`config.mk`:
```
export PLATFORM = sky130hd
export DESIGN_NAME = pmu_cfg_arbiter_flat
export DESIGN_NICKNAME = d
export VERILOG_FILES = /design/src/rtl/pmu_cfg_arbiter_if.sv /design/src/rtl/pmu_cfg_arbiter.sv /design/src/flat_wrapper.sv
export SDC_FILE = /design/constraint.sdc
export NUM_CORES = 1
export LEC_CHECK = 0
export ABC_AREA = 1
export CAP_MARGIN = 20
export CORE_MARGIN = 2
export CORE_UTILIZATION = 42
export CTS_BUF_LIST = sky130_fd_sc_hd__clkbuf_4 sky130_fd_sc_hd__clkbuf_8
export DETAILED_ROUTE_END_ITERATION = 8
export DONT_BUFFER_PORTS = 1
export GPL_ROUTABILITY_DRIVEN = 0
export PLACE_DENSITY_LB_ADDON = 0.12
export SYNTH_ARGS = -nofsm -noshare
export SYNTH_HDL_FRONTEND = slang
export SYNTH_SLANG_ARGS = --single-unit
```
`constraint.sdc`:
```
create_clock -name clk_i -period 2.65 [get_ports clk_i]
set_input_delay 0.795 -clock clk_i [delete_from_list [all_inputs] [get_ports clk_i]]
set_output_delay 0.795 -clock clk_i [all_outputs]
set_load 0.03 [all_outputs]
```
`src/rtl/pmu_cfg_arbiter_if.sv`:
```
// Configuration-write bus between the PMU config masters and the arbiter:
// packed per-requester beats in, one registered register-file write port out.
interface pmu_cfg_arbiter_if #(
    parameter int N_REQ     = 2,
    parameter int REG_WIDTH = 32,
    parameter int ADDR_W    = 6
);
    logic [N_REQ-1:0]           req_valid_i;
    logic [N_REQ-1:0]           req_ready_o;
    logic [N_REQ*ADDR_W-1:0]    req_addr_i;
    logic [N_REQ*REG_WIDTH-1:0] req_data_i;
    logic [N_REQ-1:0]           req_lock_i;
    logic                       wr_en_o;
    logic [ADDR_W-1:0]          wr_addr_o;
    logic [REG_WIDTH-1:0]       wr_data_o;
    logic [N_REQ-1:0]           grant_o;
    logic                       err_addr_o;
    logic                       lock_to_o;

    modport master (
        output req_valid_i, req_addr_i, req_data_i, req_lock_i,
        input  req_ready_o, wr_en_o, wr_addr_o, wr_data_o, grant_o, err_addr_o, lock_to_o
    );

    modport slave (
        input  req_valid_i, req_addr_i, req_data_i, req_lock_i,
        output req_ready_o, wr_en_o, wr_addr_o, wr_data_o, grant_o, err_addr_o, lock_to_o
    );
endinterface

```
`src/rtl/pmu_cfg_arbiter.sv`:
```
// Round-robin arbiter sharing the PMU configuration register file between
// several masters, with locked multi-beat sequences and an idle-lock timeout.
module pmu_cfg_arbiter #(
    parameter int N_REQ        = 2,
    parameter int REG_WIDTH    = 32,
    parameter int N_REGS       = 47,
    parameter int ADDR_W       = 6,
    parameter int LOCK_TIMEOUT = 16
) (
    input  logic             clk_i,
    input  logic             rstn_i,
    pmu_cfg_arbiter_if.slave bus
);
    localparam int PTR_W = (N_REQ > 1) ? $clog2(N_REQ) : 1;
    localparam int CNT_W = $clog2(LOCK_TIMEOUT + 1);

    typedef enum logic {
        IDLE   = 1'b0,
        LOCKED = 1'b1
    } state_e;

    state_e               state_q, state_d;
    logic [PTR_W-1:0]     ptr_q, ptr_d;
    logic [PTR_W-1:0]     owner_q, owner_d;
    logic [CNT_W-1:0]     cnt_q, cnt_d;
    logic                 wr_en_q, wr_en_d;
    logic                 err_q, err_d;
    logic                 lto_q, lto_d;
    logic [ADDR_W-1:0]    wr_addr_q, wr_addr_d;
    logic [REG_WIDTH-1:0] wr_data_q, wr_data_d;

    logic [PTR_W-1:0]     sel;
    logic                 sel_vld;
    logic [ADDR_W-1:0]    sel_addr;
    logic [REG_WIDTH-1:0] sel_data;
    logic                 sel_lock;
    logic                 addr_ok;
    logic                 accept;

    function automatic logic [PTR_W-1:0] next_idx(input logic [PTR_W-1:0] idx);
        if (int'(idx) >= N_REQ - 1) return '0;
        return idx + PTR_W'(1);
    endfunction

    // Winner selection: the owner while locked, otherwise the first valid
    // requester at or after the pointer. Descending scan leaves the highest
    // priority candidate as the final assignment.
    always_comb begin
        int idx;
        sel     = owner_q;
        sel_vld = 1'b0;
        idx     = 0;
        if (state_q == LOCKED) begin
            sel_vld = bus.req_valid_i[owner_q];
        end else begin
            for (int i = N_REQ - 1; i >= 0; i--) begin
                idx = (int'(ptr_q) + i) % N_REQ;
                if (bus.req_valid_i[idx]) begin
                    sel     = PTR_W'(idx);
                    sel_vld = 1'b1;
                end
            end
        end
    end

    always_comb begin
        bus.req_ready_o = '0;
        if (sel_vld) bus.req_ready_o[sel] = 1'b1;
    end

    assign accept   = sel_vld;
    assign sel_addr = bus.req_addr_i[int'(sel)*ADDR_W +: ADDR_W];
    assign sel_data = bus.req_data_i[int'(sel)*REG_WIDTH +: REG_WIDTH];
    assign sel_lock = bus.req_lock_i[sel];
    assign addr_ok  = int'(sel_addr) < N_REGS;

    always_comb begin
        state_d   = state_q;
        ptr_d     = ptr_q;
        owner_d   = owner_q;
        cnt_d     = cnt_q;
        wr_en_d   = accept & addr_ok;
        err_d     = accept & ~addr_ok;
        lto_d     = 1'b0;
        wr_addr_d = wr_addr_q;
        wr_data_d = wr_data_q;

        // Illegal beats still move the lock/pointer but leave the write port untouched.
        if (accept && addr_ok) begin
            wr_addr_d = sel_addr;
            wr_data_d = sel_data;
        end

        case (state_q)
            IDLE: begin
                if (accept) begin
                    if (sel_lock) begin
                        state_d = LOCKED;
                        owner_d = sel;
                        cnt_d   = '0;
                    end else begin
                        ptr_d = next_idx(sel);
                    end
                end
            end
            LOCKED: begin
                if (accept) begin
                    if (sel_lock) begin
                        cnt_d = '0;
                    end else begin
                        state_d = IDLE;
                        ptr_d   = next_idx(owner_q);
                    end
                end else if (int'(cnt_q) >= LOCK_TIMEOUT - 1) begin
                    state_d = IDLE;
                    ptr_d   = next_idx(owner_q);
                    cnt_d   = '0;
                    lto_d   = 1'b1;
                end else begin
                    cnt_d = cnt_q + CNT_W'(1);
                end
            end
            default: state_d = IDLE;
        endcase
    end

    always_ff @(posedge clk_i or negedge rstn_i) begin
        if (!rstn_i) begin
            state_q   <= IDLE;
            ptr_q     <= '0;
            owner_q   <= '0;
            cnt_q     <= '0;
            wr_en_q   <= 1'b0;
            err_q     <= 1'b0;
            lto_q     <= 1'b0;
            wr_addr_q <= '0;
            wr_data_q <= '0;
        end else begin
            state_q   <= state_d;
            ptr_q     <= ptr_d;
            owner_q   <= owner_d;
            cnt_q     <= cnt_d;
            wr_en_q   <= wr_en_d;
            err_q     <= err_d;
            lto_q     <= lto_d;
            wr_addr_q <= wr_addr_d;
            wr_data_q <= wr_data_d;
        end
    end

    always_comb begin
        bus.grant_o = '0;
        if (state_q == LOCKED) bus.grant_o[owner_q] = 1'b1;
    end

    assign bus.wr_en_o    = wr_en_q;
    assign bus.wr_addr_o  = wr_addr_q;
    assign bus.wr_data_o  = wr_data_q;
    assign bus.err_addr_o = err_q;
    assign bus.lock_to_o  = lto_q;
endmodule
```
`src/flat_wrapper.sv`:
```
// flat-port wrapper written by rule: the top's interface ports become plain ports
module pmu_cfg_arbiter_flat 
#(
    parameter int N_REQ        = 2,
    parameter int REG_WIDTH    = 32,
    parameter int N_REGS       = 47,
    parameter int ADDR_W       = 6,
    parameter int LOCK_TIMEOUT = 16
)
  (clk_i, rstn_i, bus_req_valid_i, bus_req_addr_i, bus_req_data_i, bus_req_lock_i, bus_req_ready_o, bus_wr_en_o, bus_wr_addr_o, bus_wr_data_o, bus_grant_o, bus_err_addr_o, bus_lock_to_o);
  pmu_cfg_arbiter_if #(.N_REQ(N_REQ), .REG_WIDTH(REG_WIDTH), .ADDR_W(ADDR_W)) bus_i ();
  input  logic clk_i;
  input  logic rstn_i;
  input wire logic [$bits(bus_i.req_valid_i)-1:0] bus_req_valid_i;
  input wire logic [$bits(bus_i.req_addr_i)-1:0] bus_req_addr_i;
  input wire logic [$bits(bus_i.req_data_i)-1:0] bus_req_data_i;
  input wire logic [$bits(bus_i.req_lock_i)-1:0] bus_req_lock_i;
  output wire logic [$bits(bus_i.req_ready_o)-1:0] bus_req_ready_o;
  output wire logic [$bits(bus_i.wr_en_o)-1:0] bus_wr_en_o;
  output wire logic [$bits(bus_i.wr_addr_o)-1:0] bus_wr_addr_o;
  output wire logic [$bits(bus_i.wr_data_o)-1:0] bus_wr_data_o;
  output wire logic [$bits(bus_i.grant_o)-1:0] bus_grant_o;
  output wire logic [$bits(bus_i.err_addr_o)-1:0] bus_err_addr_o;
  output wire logic [$bits(bus_i.lock_to_o)-1:0] bus_lock_to_o;
  assign bus_i.req_valid_i = bus_req_valid_i;
  assign bus_i.req_addr_i = bus_req_addr_i;
  assign bus_i.req_data_i = bus_req_data_i;
  assign bus_i.req_lock_i = bus_req_lock_i;
  assign bus_req_ready_o = bus_i.req_ready_o;
  assign bus_wr_en_o = bus_i.wr_en_o;
  assign bus_wr_addr_o = bus_i.wr_addr_o;
  assign bus_wr_data_o = bus_i.wr_data_o;
  assign bus_grant_o = bus_i.grant_o;
  assign bus_err_addr_o = bus_i.err_addr_o;
  assign bus_lock_to_o = bus_i.lock_to_o;
  pmu_cfg_arbiter #(.N_REQ(N_REQ), .REG_WIDTH(REG_WIDTH), .N_REGS(N_REGS), .ADDR_W(ADDR_W), .LOCK_TIMEOUT(LOCK_TIMEOUT)) u_core (.clk_i(clk_i), .rstn_i(rstn_i), .bus(bus_i));
endmodule
```
==> flow_metrics.py, run 1 <==
metrics = {
    "floorplan": {
        "start_util": 0.434,
        "dieArea_um2": 7180,
        "rows": 29,
        "ios": 127,
        "die_y_um": 84.8,
        "core_area_um2": 6310,
        "fp.dieW_um": 84.8,
    },
    "timing": {
        "timing.fmax_mhz": 424,
        "hold_viol": 0,
        "tightestPinTransition_ps": 536,
        "rsz0062_at_grt": "false",
        "final_max_slew_viol_count": 0,
        "worst_slack_ps": 291,
        "fin_crit_sh": 0.890,
        "tns_ps": 0,
        "setup_viol": 0,
        "relSlewSlack": 0.641,
        "finClkSkew_ps": 6.78,
        "timing.hold.ws_ps": 179,
        "min_period_ps": 2360,
    },
    "placement": {
        "dpl.hpwl_um": 4650,
        "place_inst": 440,
        "pre_cts_slack_ps": 273,
        "placed_area_um2": 2790,
        "io_buffers": 0,
    },
    "final_layout": {
        "final_util": 0.456,
        "final_area_um2": 2880,
        "finalNonFillerCells": 447,
        "n_antenna_cell": 0,
        "nets": 454,
        "syn_to_final_growth_pct": 5.07,
        "n_fill_cell": 657,
        "drive_above_1_share": 0.103,
    },
    "worst_setup_path": {
        "arrival_ps": 1560,
        "cp-end-kind": "primary output",
        "critPathLaunchType": "register",
        "path_class": "register to primary output",
        "worst-r2r-setup-slack_ps": 560,
        "cp.required_ps": 1860,
        "crit_fanout": 7,
    },
    "power_and_ir_drop": {
        "power.density_nw_per_um2": 1370,
        "total_power_mw": 3.93,
        "leakagePower_nw": 1.60,
        "vdd_ir_drop_max_uv": 552,
    },
    "global_route": {
        "grt_max_degree": 50,
        "grt_pass1_vias": 2206,
        "grt_use_total": 0.188,
        "antenna_found_initial": 0,
        "gr-total-overflow": 0,
        "grt_first_pass_wirelength_um": 10800,
    },
    "clock_tree": {
        "clkLatencyLatePin_ps": 300,
        "numCtsBuffers": 5,
        "ctsHoldBuffers": 0,
        "path_clk_slew_ps": 90,
        "cts_tree": "done",
        "clock-sinks": 49,
        "postCtsSetupBuffers": 0,
        "cts_resized": 0,
        "ctsLongestPathBuffers": 2,
        "cts-root-buf": "clkbuf_8",
        "cts.htree.levels": 2,
    },
    "logic_synthesis": {
        "synth_edf_count": 0,
        "synth_top_area_frac": 0.448,
        "ys_ff_latch": 49,
        "ys_seq_area_frac": 0.448,
        "synth_xor_area_frac": 0.00320,
        "synth-async-reset-ratio": 1.00,
        "muxShareOfSynthArea": 0,
        "synth_top_family_by_area": "simple AND/OR/NAND/NOR gates",
        "synth_compound_area_frac": 0.0219,
        "syn_nets": 460,
        "yosys-top-cells-area": "dfrtp_1 45%, nand2_1 26%, nand4_1 8.5%",
        "yosys.area_share.adder": 0.00914,
        "synth_common_cells": "191 x nand2_1, 49 x dfrtp_1, 37 x nand4_1",
        "postSynthAreaPerCell_um2": 7.28,
        "synth_largest_area_cell": "dfrtp_1",
        "post-synth-top-count-cell": "nand2_1",
        "synthSimpleGateAreaFrac": 0.436,
        "yosysUniqueCellTypes": 25,
        "synth_ff_type": "dfrtp_1",
        "netlist_area_um2": 2740,
        "yosys_warnings": 0,
        "syn_inst": 376,
    },
    "routing": {
        "vias_per_cell": 5.11,
        "ant_nets": 0,
        "dr_total_vias": 2282,
        "drt_iter0_markers": 97,
        "drcViolationCount": 0,
        "firstDrtPassIters": 4,
        "avgRoutedWirePerCell_um": 14.5,
        "drt_wl_total_um": 6480,
    },
    "run_status": {
        "status": "finished, final reports clean",
    },
    "hold_path": {
        "hp-class": "input pin to asynchronous set/reset pin",
    },
    "job": {
        "max_cap_violations": 0,
    },
}
## worst paths after layout
path	startpoint	depth (start not counted)	end
worst max-delay path	u_core.state_q$_DFF_PN0_	6	bus_req_ready_o[0]
worst min-delay path	rstn_i	0	u_core.bus.wr_en_o$_DFF_PN0_
worst min register to register	u_core.cnt_q[4]$_DFFE_PN0N_	2	u_core.bus.lock_to_o$_DFF_PN0_
worst max register to register	u_core.state_q$_DFF_PN0_	13	u_core.cnt_q[1]$_DFFE_PN0N_
min in group clk_i	u_core.cnt_q[4]$_DFFE_PN0N_	2	u_core.bus.lock_to_o$_DFF_PN0_
max in group asynchronous	rstn_i	0	u_core.bus.wr_addr_o[3]$_DFFE_PN0P_
## area by class of cell
class	count	area [um^2]	share of cell area
Multi-Input combinational cell	280	1290	0.447
Clock inverter	1	7.51	0.00261
Tap cell	77	96.3	0.0335
Clock buffer	6	82.6	0.0287
Timing Repair Buffer	10	87.6	0.0304
Sequential cell	49	1230	0.426
Inverter	24	90.1	0.0313
## sequential cells by signal (all words and copies together), names as in the netlist
name and count:
u_core.cnt_q 5, u_core.bus.wr_en_o 1, u_core.bus.wr_data_o 32, u_core.owner_q 1
u_core.bus.lock_to_o 1, u_core.bus.wr_addr_o 6, u_core.ptr_q 1, u_core.bus.err_addr_o 1
u_core.state_q 1
## metal layers
layer | routed length, um | global-route usage | vias up
met4 | 103 | 0.0620 | 0
met3 | 397 | 0.0501 | 9
met5 | 0 | 0 | -
met1 | 3010 | 0.258 | 1024
met2 | 2970 | 0.289 | 69
li1 | - | - | 1180
## placed cells by master, fill, tap and decap left out, drive strengths merged
master / Yosys / layout
inv: 24 / 24
clkbuf: 10 / 6
xnor2: 1 / 1
nand2: 206 / 206
clkinvlp: 0 / 1
nand3: 8 / 8
nand4: 37 / 37
o21ai: 6 / 6
nor3: 1 / 1
nor2: 11 / 11
ha: 2 / 2
a21oi: 2 / 2
dfrtp: 49 / 49
nand3b: 3 / 3
o31ai: 1 / 1
buf: 13 / 10
o22ai: 2 / 2
## kinds of logic after synthesis
family | count (synthesis)
AO/OA/AOI/OAI | 11
XOR/XNOR | 1
adder cells (fa/ha/maj) | 2
buffers and inverters | 47
flip-flops | 49
AND/OR/NAND/NOR | 266
## worst max-delay path: stages (launching register included)
cell and delay (ps):
dfrtp_1 490, inv_2 80, o21ai_0 160, nand2_1 150, inv_1 170, nor2_1 60, buf_4 170
## power by group
part / leakage, nW / internal (mW) / switching, mW
Clock: 0.0433 / 0.207 / 0.238
Sequential: 0.613 / 1.08 / 0.851
Combinational: 0.942 / 0.526 / 1.03
Total: 1.60 / 1.81 / 2.12
(Power assumes the default switching activity.)
==> run 2: changes to the inputs <==
Settings changed: TNS_END_PERCENT set to 50.
==> results of run 2 <==
Final layout, timing and power as in run 1 (identical DEF).
==> edit: new RTL, settings of run 2 <==
`REG_WIDTH` is set to 32 in 3 places; all go to 64.
--- a/src/rtl/pmu_cfg_arbiter_if.sv
+++ b/src/rtl/pmu_cfg_arbiter_if.sv
@@ -2,7 +2,7 @@
 // packed per-requester beats in, one registered register-file write port out.
 interface pmu_cfg_arbiter_if #(
     parameter int N_REQ     = 2,
-    parameter int REG_WIDTH = 32,
+    parameter int REG_WIDTH = 64,
     parameter int ADDR_W    = 6
 );
     logic [N_REQ-1:0]           req_valid_i;
--- a/src/rtl/pmu_cfg_arbiter.sv
+++ b/src/rtl/pmu_cfg_arbiter.sv
@@ -2,7 +2,7 @@
 // several masters, with locked multi-beat sequences and an idle-lock timeout.
 module pmu_cfg_arbiter #(
     parameter int N_REQ        = 2,
-    parameter int REG_WIDTH    = 32,
+    parameter int REG_WIDTH    = 64,
     parameter int N_REGS       = 47,
     parameter int ADDR_W       = 6,
     parameter int LOCK_TIMEOUT = 16
--- a/src/flat_wrapper.sv
+++ b/src/flat_wrapper.sv
@@ -2,7 +2,7 @@
 module pmu_cfg_arbiter_flat 
 #(
     parameter int N_REQ        = 2,
-    parameter int REG_WIDTH    = 32,
+    parameter int REG_WIDTH    = 64,
     parameter int N_REGS       = 47,
     parameter int ADDR_W       = 6,
     parameter int LOCK_TIMEOUT = 16
Ports: changed (resized bus_req_data_i and bus_wr_data_o); port bits go from 127 to 223. No check against the original RTL was run, so the function may have changed too.
==> edit against run 2 <==
Global-route usage is 0.89 points higher; core utilization is 0.21 points lower; synthesized area is 60% higher; sequential cell count is 32 higher; final area is 61% higher; wire length is 72% higher; sequential share of layout area is 1.1 points higher; worst setup slack worse by 0.014 ns; register-to-register slack better by 0.05 ns; power is 68% higher.
==> edit: results (changes against run 2) <==
status:
  outcome: "finished, final reports clean"
worst_setup_path:
  reg2reg_depth: 7  # -6
  r2r_slack_ns: 0.61  # +0.05 ns
  max_stage_delay_ns: 0.46  # -0.03 ns
  endpoint: "bus_req_ready_o[1]"
  r2r-start: "u_core.cnt_q[0]$_DFFE_PN0N_"
  worst_ep_arrival_time_ns: 1.58  # +0.02 ns
  crit_fanout: 12  # +5
  r2r-end: "u_core.cnt_q[1]$_DFFE_PN0N_"
cells_and_area:
  nFillCells: 1098  # +67%
  insertedDiodeCount: 0  # unchanged
  largest_reg_flops: 64  # +100%
  drive_gt1_frac: 0.0629  # -0.0398
  finalNetCount: 748  # +65%
logic_synthesis:
  ys_types: 23  # -8.0%
  synthTopCellsByCount: "nand2_1 (364), dfrtp_1 (81), nand4_1 (69), buf_2 (24), inv_1 (24)"
  synth_area_leaders: "dfrtp_1 (46%), nand2_1 (31%), nand4_1 (9.8%)"
  synth_fp_nets: 769  # +67%
  ys_ff_latch: 81  # +65%
  seq_area_frac_synth: 0.461  # +0.0137
grt:
  grt_max_degree: 82  # +64%
  grt_use_total: 0.197  # +0.00892
  first_global_vias: 3574  # +62%
  grt_first_pass_wirelength_um: 17700  # +63%
pwr:
  p_leak_nw: 2.61  # +63%
  switchingPower_w: 0.00356  # +68%
  peakVddDrop_uv: 640  # +16%
clock_network:
  insertion_delay_ns: 0.35  # +0.05 ns
  cts_made_buffers: 9  # +4
  clkTransAtPathRegs_ns: 0.07  # -0.02 ns
  h-tree-depth: 3  # +1
  cts_buffer_depth: 2  # unchanged
detailed_routing:
  first_pass_iters: 4  # unchanged
  initialDrtViolationCount: 149  # +54%
  wl_met1_um: 4690  # +56%
  routed.top_layer: "met4"
  met3WireLength_um: 923  # +130%
  via_per_inst: 5.14  # +0.69%
  wl_met2_um: 5320  # +79%
  wire_per_inst_um: 15.0  # +3.8%
place:
  hpwl_um: 7890  # +70%
hold_path:
  hp-class: "input port to asynchronous set/reset pin"
timing:
  fin_worst_skew_ns: 0.00746  # +0.000686 ns
  worst_slew_pin_slew_ns: 0.569  # +0.0327 ns
==> edit: changes by cell type after synthesis, moves of 2 or more <==
cell      before  now
buf_2          6   24
buf_4          3    5
clkbuf_1      10   12
dfrtp_1       49   81
inv_1         22   24
nand2_1      191  364
nand2_2       12    3
nand2_4        3    0
nand4_1       37   69
nor2_1         9    7
==> edit: cells by family (layout without fill, tap and decap cells) <==
family | Yosys count | after routing | share of synthesized area
and+or+nand+nor | 457 | 457 | 0.442
DFF | 81 | 81 | 0.461
buffers and inverters | 69 | 52 | 0.0752
AOI/OAI and AO/OA | 11 | 11 | 0.0140
adders and majority gates | 2 | 2 | 0.00570
xor gates and xnor gates | 1 | 1 | 0.00199
==> edit: area by class of cell <==
class / instances / share of cell area
multi-input combinational: 471 / 0.440
sequential: 81 / 0.437
tap: 136 / 0.0367
clock buffer: 12 / 0.0329
timing repair buffer: 12 / 0.0302
inverter: 25 / 0.0202
clock inverter: 3 / 0.00377
==> edit: worst min-delay path by stage <==
| stage | from | end | slack, ns |
|---|---|---|---|
| after floorplan | u_core.cnt_q[1]$_DFFE_PN0N_ | u_core.cnt_q[1]$_DFFE_PN0N_ | 0.48 |
| after global placement | rstn_i | u_core.bus.wr_data_o[63]$_DFFE_PN0P_ | 0.50 |
| after detailed placement | rstn_i | u_core.bus.wr_data_o[51]$_DFFE_PN0P_ | 0.50 |
| after CTS | rstn_i | u_core.bus.wr_addr_o[3]$_DFFE_PN0P_ | 0.11 |
| after global routing | rstn_i | u_core.bus.wr_data_o[58]$_DFFE_PN0P_ | 0.10 |
| final | rstn_i | u_core.bus.wr_data_o[51]$_DFFE_PN0P_ | 0.14 |
==> edit: routing by layer <==
metal | vias up | GRT usage
met3 | 16 | 0.0607
li1 | 1926 | -
met2 | 133 | 0.321
met1 | 1729 | 0.245
met4 | 0 | 0.0752
met5 | - | 0
==> edit: critical path: cells and delay by family, from the launching register on <==
| kind | cells | cell delay (ns) |
|---|---|---|
| buffers and inverters | 1 | 0.21 |
| DFF | 1 | 0.46 |
| and+or+nand+nor | 4 | 0.56 |
==> edit: per-stage QoR <==
step                       util  instances  area (µm²)  setup slack [ns]
after floorplan               -        621        4390            0.0322
after global placement    0.437        725        4470             0.325
after detailed placement  0.437        725        4470             0.312
after CTS                 0.454        740        4640             0.254
after global routing      0.454        740        4640             0.127
final                     0.454        740        4640             0.277
==> edit: power by group through the flow <==
stage	registers, W	clock network, W	logic, W
4_1_cts	0.00333	0.000840	0.00251
3_3_place_gp	0.00334	0	0.00244
5_1_grt	0.00339	0.000902	0.00286
6_report	0.00332	0.000807	0.00246
2_1_floorplan	0.00318	0	0.00206
3_5_place_dp	0.00335	0	0.00250
